`config.mk`:
```
export PLATFORM = sky130hd
export DESIGN_NAME = alu_issue_ctrl
export DESIGN_NICKNAME = d
export VERILOG_FILES = /design/src/rtl/alu_issue_ctrl.sv
export SDC_FILE = /design/constraint.sdc
export NUM_CORES = 1
export LEC_CHECK = 0
export CORE_ASPECT_RATIO = 0.7
export CORE_MARGIN = 1.5
export CORE_UTILIZATION = 45
export DETAILED_ROUTE_END_ITERATION = 10
export GPL_ROUTABILITY_DRIVEN = 0
export GPL_TIMING_DRIVEN = 1
export PLACE_DENSITY = 0.68
export SYNTH_ARGS = -nofsm -noshare
export SYNTH_HDL_FRONTEND = slang
export SYNTH_SLANG_ARGS = --single-unit
```
`constraint.sdc`:
```
create_clock -name clk -period 5.1 [get_ports clk]
set_input_delay 0.765 -clock clk [delete_from_list [all_inputs] [get_ports clk]]
set_output_delay 0.765 -clock clk [all_outputs]
set_load 0.05 [all_outputs]
```
`src/rtl/alu_issue_ctrl.sv`:
```
// Issue/writeback controller for the 16-bit combinational ALU.
// Accepts one instruction at a time, reads operands from a 4-entry register
// file, drives the ALU, samples its result/carry after EXEC_WAIT cycles,
// writes the result back and presents it on a result handshake.
module alu_issue_ctrl #(
  parameter int EXEC_WAIT = 1
) (
  input  logic        clk,
  input  logic        rst_n,
  input  logic        instr_valid,
  output logic        instr_ready,
  input  logic [15:0] instr,
  output logic [15:0] alu_x,
  output logic [15:0] alu_y,
  output logic [2:0]  alu_op,
  output logic        alu_cin,
  input  logic [15:0] alu_out,
  input  logic        alu_cout,
  output logic        res_valid,
  input  logic        res_ready,
  output logic [15:0] res_data,
  output logic        res_cout,
  output logic        carry_flag,
  output logic        busy
);

  typedef enum logic [1:0] {IDLE, DECODE, EXEC, WB} state_t;

  state_t      state_q;
  state_t      state_d;
  logic [15:0] instr_q;
  logic [15:0] rf [4];
  logic [3:0]  wait_cnt;

  // Instruction fields, always taken from the latched word
  logic [2:0]  f_opcode;
  logic [1:0]  f_rd;
  logic [1:0]  f_rs1;
  logic [1:0]  f_rs2;
  logic        f_imm_en;
  logic [5:0]  f_imm;

  assign f_opcode = instr_q[15:13];
  assign f_rd     = instr_q[12:11];
  assign f_rs1    = instr_q[10:9];
  assign f_rs2    = instr_q[8:7];
  assign f_imm_en = instr_q[6];
  assign f_imm    = instr_q[5:0];

  // Immediates are always two's complement; bit 5 fills the upper bits
  function automatic logic [15:0] sext_imm(input logic [5:0] imm);
    logic signed [5:0]  imm_s;
    logic signed [15:0] ext_s;
    imm_s = imm;
    ext_s = 16'(imm_s);
    return ext_s;
  endfunction

  assign instr_ready = (state_q == IDLE);
  assign busy        = (state_q != IDLE);

  // State register
  always_ff @(posedge clk or negedge rst_n) begin
    if (!rst_n) state_q <= IDLE;
    else        state_q <= state_d;
  end

  // Next-state logic; res_valid is always high in WB, so res_ready alone
  // completes the result handshake there
  always_comb begin
    state_d = state_q;
    case (state_q)
      IDLE:    if (instr_valid)      state_d = DECODE;
      DECODE:                        state_d = EXEC;
      EXEC:    if (wait_cnt == 4'd0) state_d = WB;
      WB:      if (res_ready)        state_d = IDLE;
      default:                       state_d = IDLE;
    endcase
  end

  // Datapath: instruction latch, operand drive, writeback and result hold.
  // ALU drive registers only change in DECODE, so they keep their last
  // values between instructions.
  always_ff @(posedge clk or negedge rst_n) begin
    if (!rst_n) begin
      instr_q    <= 16'h0000;
      for (int i = 0; i < 4; i++) rf[i] <= 16'h0000;
      wait_cnt   <= 4'd0;
      alu_x      <= 16'h0000;
      alu_y      <= 16'h0000;
      alu_op     <= 3'd0;
      alu_cin    <= 1'b0;
      res_valid  <= 1'b0;
      res_data   <= 16'h0000;
      res_cout   <= 1'b0;
      carry_flag <= 1'b0;
    end else begin
      case (state_q)
        IDLE: begin
          if (instr_valid) instr_q <= instr;
        end
        DECODE: begin
          // Operands are captured here, before any write to rd
          alu_x    <= rf[f_rs1];
          alu_y    <= f_imm_en ? sext_imm(f_imm) : rf[f_rs2];
          alu_op   <= f_opcode;
          alu_cin  <= carry_flag;
          wait_cnt <= 4'(EXEC_WAIT - 1);
        end
        EXEC: begin
          if (wait_cnt == 4'd0) begin
            rf[f_rd]  <= alu_out;
            res_data  <= alu_out;
            res_cout  <= alu_cout;
            res_valid <= 1'b1;
            // Only ADD updates the architectural carry
            if (f_opcode == 3'd0) carry_flag <= alu_cout;
          end else begin
            wait_cnt <= wait_cnt - 4'd1;
          end
        end
        WB: begin
          if (res_ready) res_valid <= 1'b0;
        end
        default: ;
      endcase
    end
  end

endmodule

```
==> reports/qor.yml, run 1 <==
outcome:
  status: "completed"
global_route:
  grt_util_all_layers_pct: 19.3
  grt_overflow_total: 0
  grt_pass1_wl_microns: 22500
  first_global_vias: 4177
  antenna_found_initial: 0
  grt_max_degree: 97
setup_path:
  cp_max_fo: 5
  cp_slowest_cell: "clkdlybuf4s50_1"
  max_stage_delay_ns: 0.84
  end_kind: "output pin"
  start_kind: "register"
  path_cells: "inv_1 > ha_1 > clkdlybuf4s50_1"
  cp.arrival_ns: 2.01
  critPathTopFamily: "buffers and inverters"
  path_class: "register to output pin"
  crit_buf_inv: 2
  cp.required_ns: 4.34
die:
  die_area_sq_um: 15200
  die_x_microns: 147
  core_sq_um: 14000
  fp.dieH_microns: 104
  row_count: 36
  io_pins: 94
  initial_core_util_pct: 46.4
synthesis:
  synth_flop_cell: "dfrtp_1"
  yosysSeqAreaShare_pct: 54.3
  synth_area_leaders: "dfrtp_1, mux2_2, mux2_4"
  yosysWarnings: 0
  synth_top_area_share_pct: 54.3
  synth_edf_count: 0
  synth_area_leader_cell: "dfrtp_1"
  synthMuxAreaShare_pct: 33.6
  synth_seq_cells: 141
  async_reset_ff_share_pct: 100
  syn_area_per_cell_sq_um: 15.4
  yosys.area_share.simple_pct: 3.29
  postSynthCellCount: 423
  synth_fa_ha_area_share_pct: 0.962
  synth-compound-area-share_pct: 4.33
  syn_nets: 465
  synth_area_sq_um: 6500
  synth_top_family_by_area: "multiplexers"
  synth.distinct_cells: 36
  synth_xor_area_share_pct: 0
detailed_routing:
  drc: 0
  wl_per_cell_microns: 19.3
  first_iter_violations: 207
  num_vias: 3904
  dr.pass1.iters: 4
  wl_met3_microns: 659
  drtAntennaViolNets: 0
  vias_per_cell: 5.46
  topRoutingLayerUsed: "met4"
  dr_wl_met2_microns: 6680
  wl_met1_microns: 6300
  totalWireLength_microns: 13800
sta:
  finalWorstSetupSlack_ns: 2.32
  maxClockFrequency_ghz: 0.360
  fin_skew_ns: 0.00700
  fin_crit_sh_pct: 54.4
  setup_violations: 0
  finalHoldViolCount: 0
  drv_slew: 0
  fin_tns_setup_ns: 0
  slew-limit-headroom_pct: 29.0
  worstMarginPinSlew_ns: 1.07
  rsz0062_at_grt: "no"
  fin_crit_ns: 2.78
finish:
  final_common_cell: "dfrtp_1"
  num-nets-final: 555
  num_antenna_cells: 0
  area_growth_pct: 24.9
  finalNonFillerCells: 715
  utilization_pct: 57.9
  final_layout_size_suffix_gt1_share_pct: 34.1
  layout_common_cells: "dfrtp_1, clkdlybuf4s50_1, mux2_2"
cts:
  cts_max_level: 4
  cts.clk_slew.worst_paths_ns: 0.05
  cts.sinks: 141
  cts_tree: "done"
  cts_made_buffers: 17
  cts_hold_buf: 0
  clock_latency_ns: 0.40
  cts_resized: 0
  clockRootBuffer: "clkbuf_16"
  cts_max_path_buffers: 2
  postCtsSetupBuffers: 0
power:
  p_leak_nw: 3.45
  p_per_area_nw_per_um2: 818
  ir_drop_uv: 425
  finalPower_mw: 6.64
min_path:
  holdCritPathClass: "input pin to async pin"
place:
  dpl.cell_count: 684
  place_ws_ns: 2.44
  dp_hpwl_microns: 8850
  io_buffers: 93
run:
  max_cap_viol_count: 0
## report_power, final
part / internal, mW / switching, mW / total [mW] / leakage, nW
logic: 1.54 / 1.69 / 3.24 / 1.49
clock network: 0.824 / 0.448 / 1.27 / 0.291
registers: 1.69 / 0.437 / 2.13 / 1.67
total: 4.06 / 2.58 / 6.64 / 3.45
## layer usage
metal | vias up | GRT usage, %
met3 | 10 | 4.98
met1 | 2049 | 26.4
li1 | 1760 | -
met4 | 0 | 6.13
met2 | 85 | 30.2
met5 | - | 0
## logic make-up (layout without fill, tap and decap cells)
| logic type | Yosys count | in the layout |
|---|---|---|
| AOI/OAI and AO/OA | 37 | 37 |
| DFF | 141 | 141 |
| muxes | 171 | 171 |
| and+or+nand+nor | 36 | 36 |
| buffers and inverters | 33 | 135 |
| adders and majority gates | 5 | 5 |
## cell type report
| type | instances | area [sq um] |
|---|---|---|
| Clock inverter | 12 | 170 |
| Inverter | 6 | 22.5 |
| Sequential cell | 141 | 3530 |
| Clock buffer | 19 | 443 |
| Timing Repair Buffer | 98 | 970 |
| Fill cell | 1072 | 5890 |
| Tap cell | 190 | 238 |
| Multi-Input combinational cell | 249 | 2750 |
## final timing paths
kind	start	endpoint	slack, ns	cells past startpoint
worst max-delay path	state_q[1]	instr_ready	2.32	3
worst min-delay path	rst_n	res_valid	0.43	1
worst max register to register	state_q[0]	rf[31]	2.45	5
worst min register to register	res_data[13]	res_data[13]	0.48	1
max in group asynchronous	rst_n	rf[5]	3.49	2
min in group clk	res_data[13]	res_data[13]	0.48	1
## synthesized netlist by cell type, types with 2 or more instances
master,number
o22ai_1,11
dfrtp_1,141
mux2i_1,26
mux4_2,16
nand2b_1,4
mux2_2,89
buf_6,8
nor2_1,8
nor2b_1,4
o22a_1,11
a222oi_1,5
buf_2,7
mux2_4,30
nor3_1,2
mux2_1,10
ha_1,5
buf_12,2
inv_1,6
nand2_1,8
clkbuf_1,9
a21oi_1,6
## sequential cells by signal, summed over array words and instances (netlist names)
register,count
rf,64
res_valid,1
wait_cnt,4
state_q,2
alu_y,16
alu_op,3
res_data,16
res_cout,1
carry_flag,1
alu_cin,1
alu_x,16
instr_q,16
## per-stage QoR
stage	instance area [sq um]	hold WS, ns
2_1_floorplan	6500	0.468
3_3_place_gp	7500	0.466
3_5_place_dp	7500	0.476
4_1_cts	8120	0.488
5_1_grt	8120	0.499
6_report	8120	0.428
(Power assumes the default switching activity.)
==> run 2: changes to the inputs <==
PLACE_DENSITY = 0.71   (was 0.68)
clock period = 2.5 ns   (was 5.1 ns; I/O delays follow)
==> run 2 against run 1 <==
  * Clock power up 99%
  * Non-clock buffer count up 8
  * Clock-buffer cell count up 3
  * Power up 100%
  * Combinational power up 100%
  * Final area up 1.2%
  * Sequential share of layout area down 0.52 points
  * Worst setup slack worse by 2.2 ns
  * Largest cell class unchanged
  * Highest routed layer unchanged
==> reports/qor.yml, run 2 (same netlist as run 1, synthesis figures left out) <==
outcome:
  status: "completed"
setup_path:
  end_kind: "output pin"
  cp.arrival_ns: 2.03  # +0.02 ns
  reg2reg_depth: 5  # unchanged
  path_class: "register to output pin"
  cp-startpoint: "state_q[0]"
  cp.required_ns: 2.12  # -2.22 ns
  cp_max_fo: 5  # unchanged
  start_kind: "register"
  r2r_start: "state_q[0]"
sta:
  drv_slew: 0  # unchanged
  finalWorstSetupSlack_ns: 0.0990  # -2.23 ns
  maxClockFrequency_ghz: 0.416
  slew-limit-headroom_pct: 42.6  # +14 points
  finalHoldViolCount: 0  # unchanged
  fin_crit_ns: 2.40
  fin_crit_sh_pct: 96.0
  rsz0062_at_grt: "no"
  setup_violations: 0  # unchanged
  fin_skew_ns: 0.00575  # -0.00125 ns
  worstMarginPinSlew_ns: 0.861  # -0.205 ns
  fin_tns_setup_ns: 0  # unchanged
cts:
  clockRootBuffer: "clkbuf_16"
  postCtsSetupBuffers: 0  # unchanged
  cts_made_buffers: 17  # unchanged
  cts_tree: "done"
  cts.clk_slew.worst_paths_ns: 0.06  # about the same
  cts_max_level: 4  # unchanged
  cts_max_path_buffers: 2  # unchanged
  cts.sinks: 141  # unchanged
  clock_latency_ns: 0.41  # about the same
global_route:
  grt_overflow_total: 0  # unchanged
  antenna_found_initial: 0  # unchanged
  grt_max_degree: 54  # -44%
  use_met2_pct: 31.5  # +1.3 points
  grt_pass1_wl_microns: 23200  # +3.2%
  grt_busiest_layer: "met2"
  grt_util_all_layers_pct: 19.7  # +0.38 points
  use_met3_pct: 4.49  # -0.48 points
  met1_usage_pct: 26.6  # +0.18 points
  first_global_vias: 4319  # +3.4%
finish:
  final_common_cell: "dfrtp_1"
  top_register: "rf"
  layout_common_cells: "dfrtp_1, clkdlybuf4s50_1, mux2_2"
  area_growth_pct: 26.4
  num-nets-final: 563  # +1.4%
  largest_reg_flops: 64  # unchanged
  num_antenna_cells: 0  # unchanged
  fillers: 1052  # -1.9%
  final_layout_size_suffix_gt1_share_pct: 34.7  # +0.56 points
die:
  core_sq_um: 14000  # unchanged
  row_count: 36  # unchanged
  fp.dieH_microns: 104  # unchanged
  io_pins: 94  # unchanged
  die_x_microns: 147  # unchanged
  initial_core_util_pct: 46.4  # unchanged
  die_area_sq_um: 15200  # unchanged
detailed_routing:
  totalWireLength_microns: 14000  # +1.2%
  drtAntennaViolNets: 0  # unchanged
  dr.pass1.iters: 4  # unchanged
  wl_per_cell_microns: 19.3  # +0.38%
  first_iter_violations: 201  # -2.9%
  vias_per_cell: 5.43  # -0.60%
  drc: 0  # unchanged
  num_vias: 3913  # +0.23%
power:
  ir_drop_uv: 713  # +68%
  p_per_area_nw_per_um2: 1660  # +100%
  p_leak_nw: 3.52  # +2.0%
place:
  place_ws_ns: 0.377  # -2.06 ns
  dp_hpwl_microns: 9430  # +6.6%
  io_buffers: 93  # unchanged
min_path:
  holdCritPathClass: "input pin to async pin"
run:
  max_cap_viol_count: 0  # unchanged
[run 2: cell type report]
| cell class | instances | area, sq um | area share, % |
|---|---|---|---|
| Clock buffer | 22 | 484 | 5.89 |
| Multi-Input combinational cell | 249 | 2750 | 33.4 |
| Timing Repair Buffer | 106 | 1080 | 13.2 |
| Tap cell | 190 | 238 | 2.89 |
| Clock inverter | 7 | 113 | 1.37 |
| Sequential cell | 141 | 3530 | 42.9 |
| Inverter | 6 | 22.5 | 0.274 |
[run 2: worst max-delay path, cell delays in order, from the launching register on]
cell and delay (ns):
dfrtp_1 0.39, inv_1 0.08, ha_1 0.27, inv_1 0.08, clkdlybuf4s50_1 0.79
[run 2: metrics by stage]
| stage | cells | utilization, % | area [sq um] | hold slack [ns] | power [mW] |
|---|---|---|---|---|---|
| after floorplan | 423 | - | 6500 | 0.0794 | 9.18 |
| after global placement | 691 | 54.3 | 7610 | 0.349 | 10.9 |
| after detailed placement | 691 | 54.3 | 7610 | 0.359 | 11.1 |
| after CTS | 721 | 58.6 | 8210 | 0.487 | 13.7 |
| after global routing | 721 | 58.7 | 8220 | 0.499 | 14.3 |
| final | 721 | 58.7 | 8220 | 0.482 | 13.6 |
[run 2: report_power, final]
part | switching [mW] | total (mW) | internal (mW)
combinational | 3.41 | 6.64 | 3.23
sequential | 0.969 | 4.43 | 3.46
clock | 0.881 | 2.53 | 1.65
total | 5.26 | 13.6 | 8.34
[run 2: final timing paths]
check | to | slack [ns]
worst min-delay path | alu_x[11] | 0.48
min in group clk | res_data[13] | 0.48
worst max-delay path | busy | 0.1
worst min register to register | res_data[13] | 0.48
max in group asynchronous | res_data[4] | 1.35
worst max register to register | rf[4] | 0.37
[run 2: repair_timing]
action | CTS | global route
setup endpoints to repair | 0 | 1
gates resized for setup | 0 | 1
hold buffers | 1 | 0
hold endpoints to repair | 49 | 0
[run 2: layer usage]
metal  share of wire [%]  wire [microns]
met2                  49            6840
met5                   0               0
met1                  46            6400
met3                 3.8             536
met4                 1.2             167
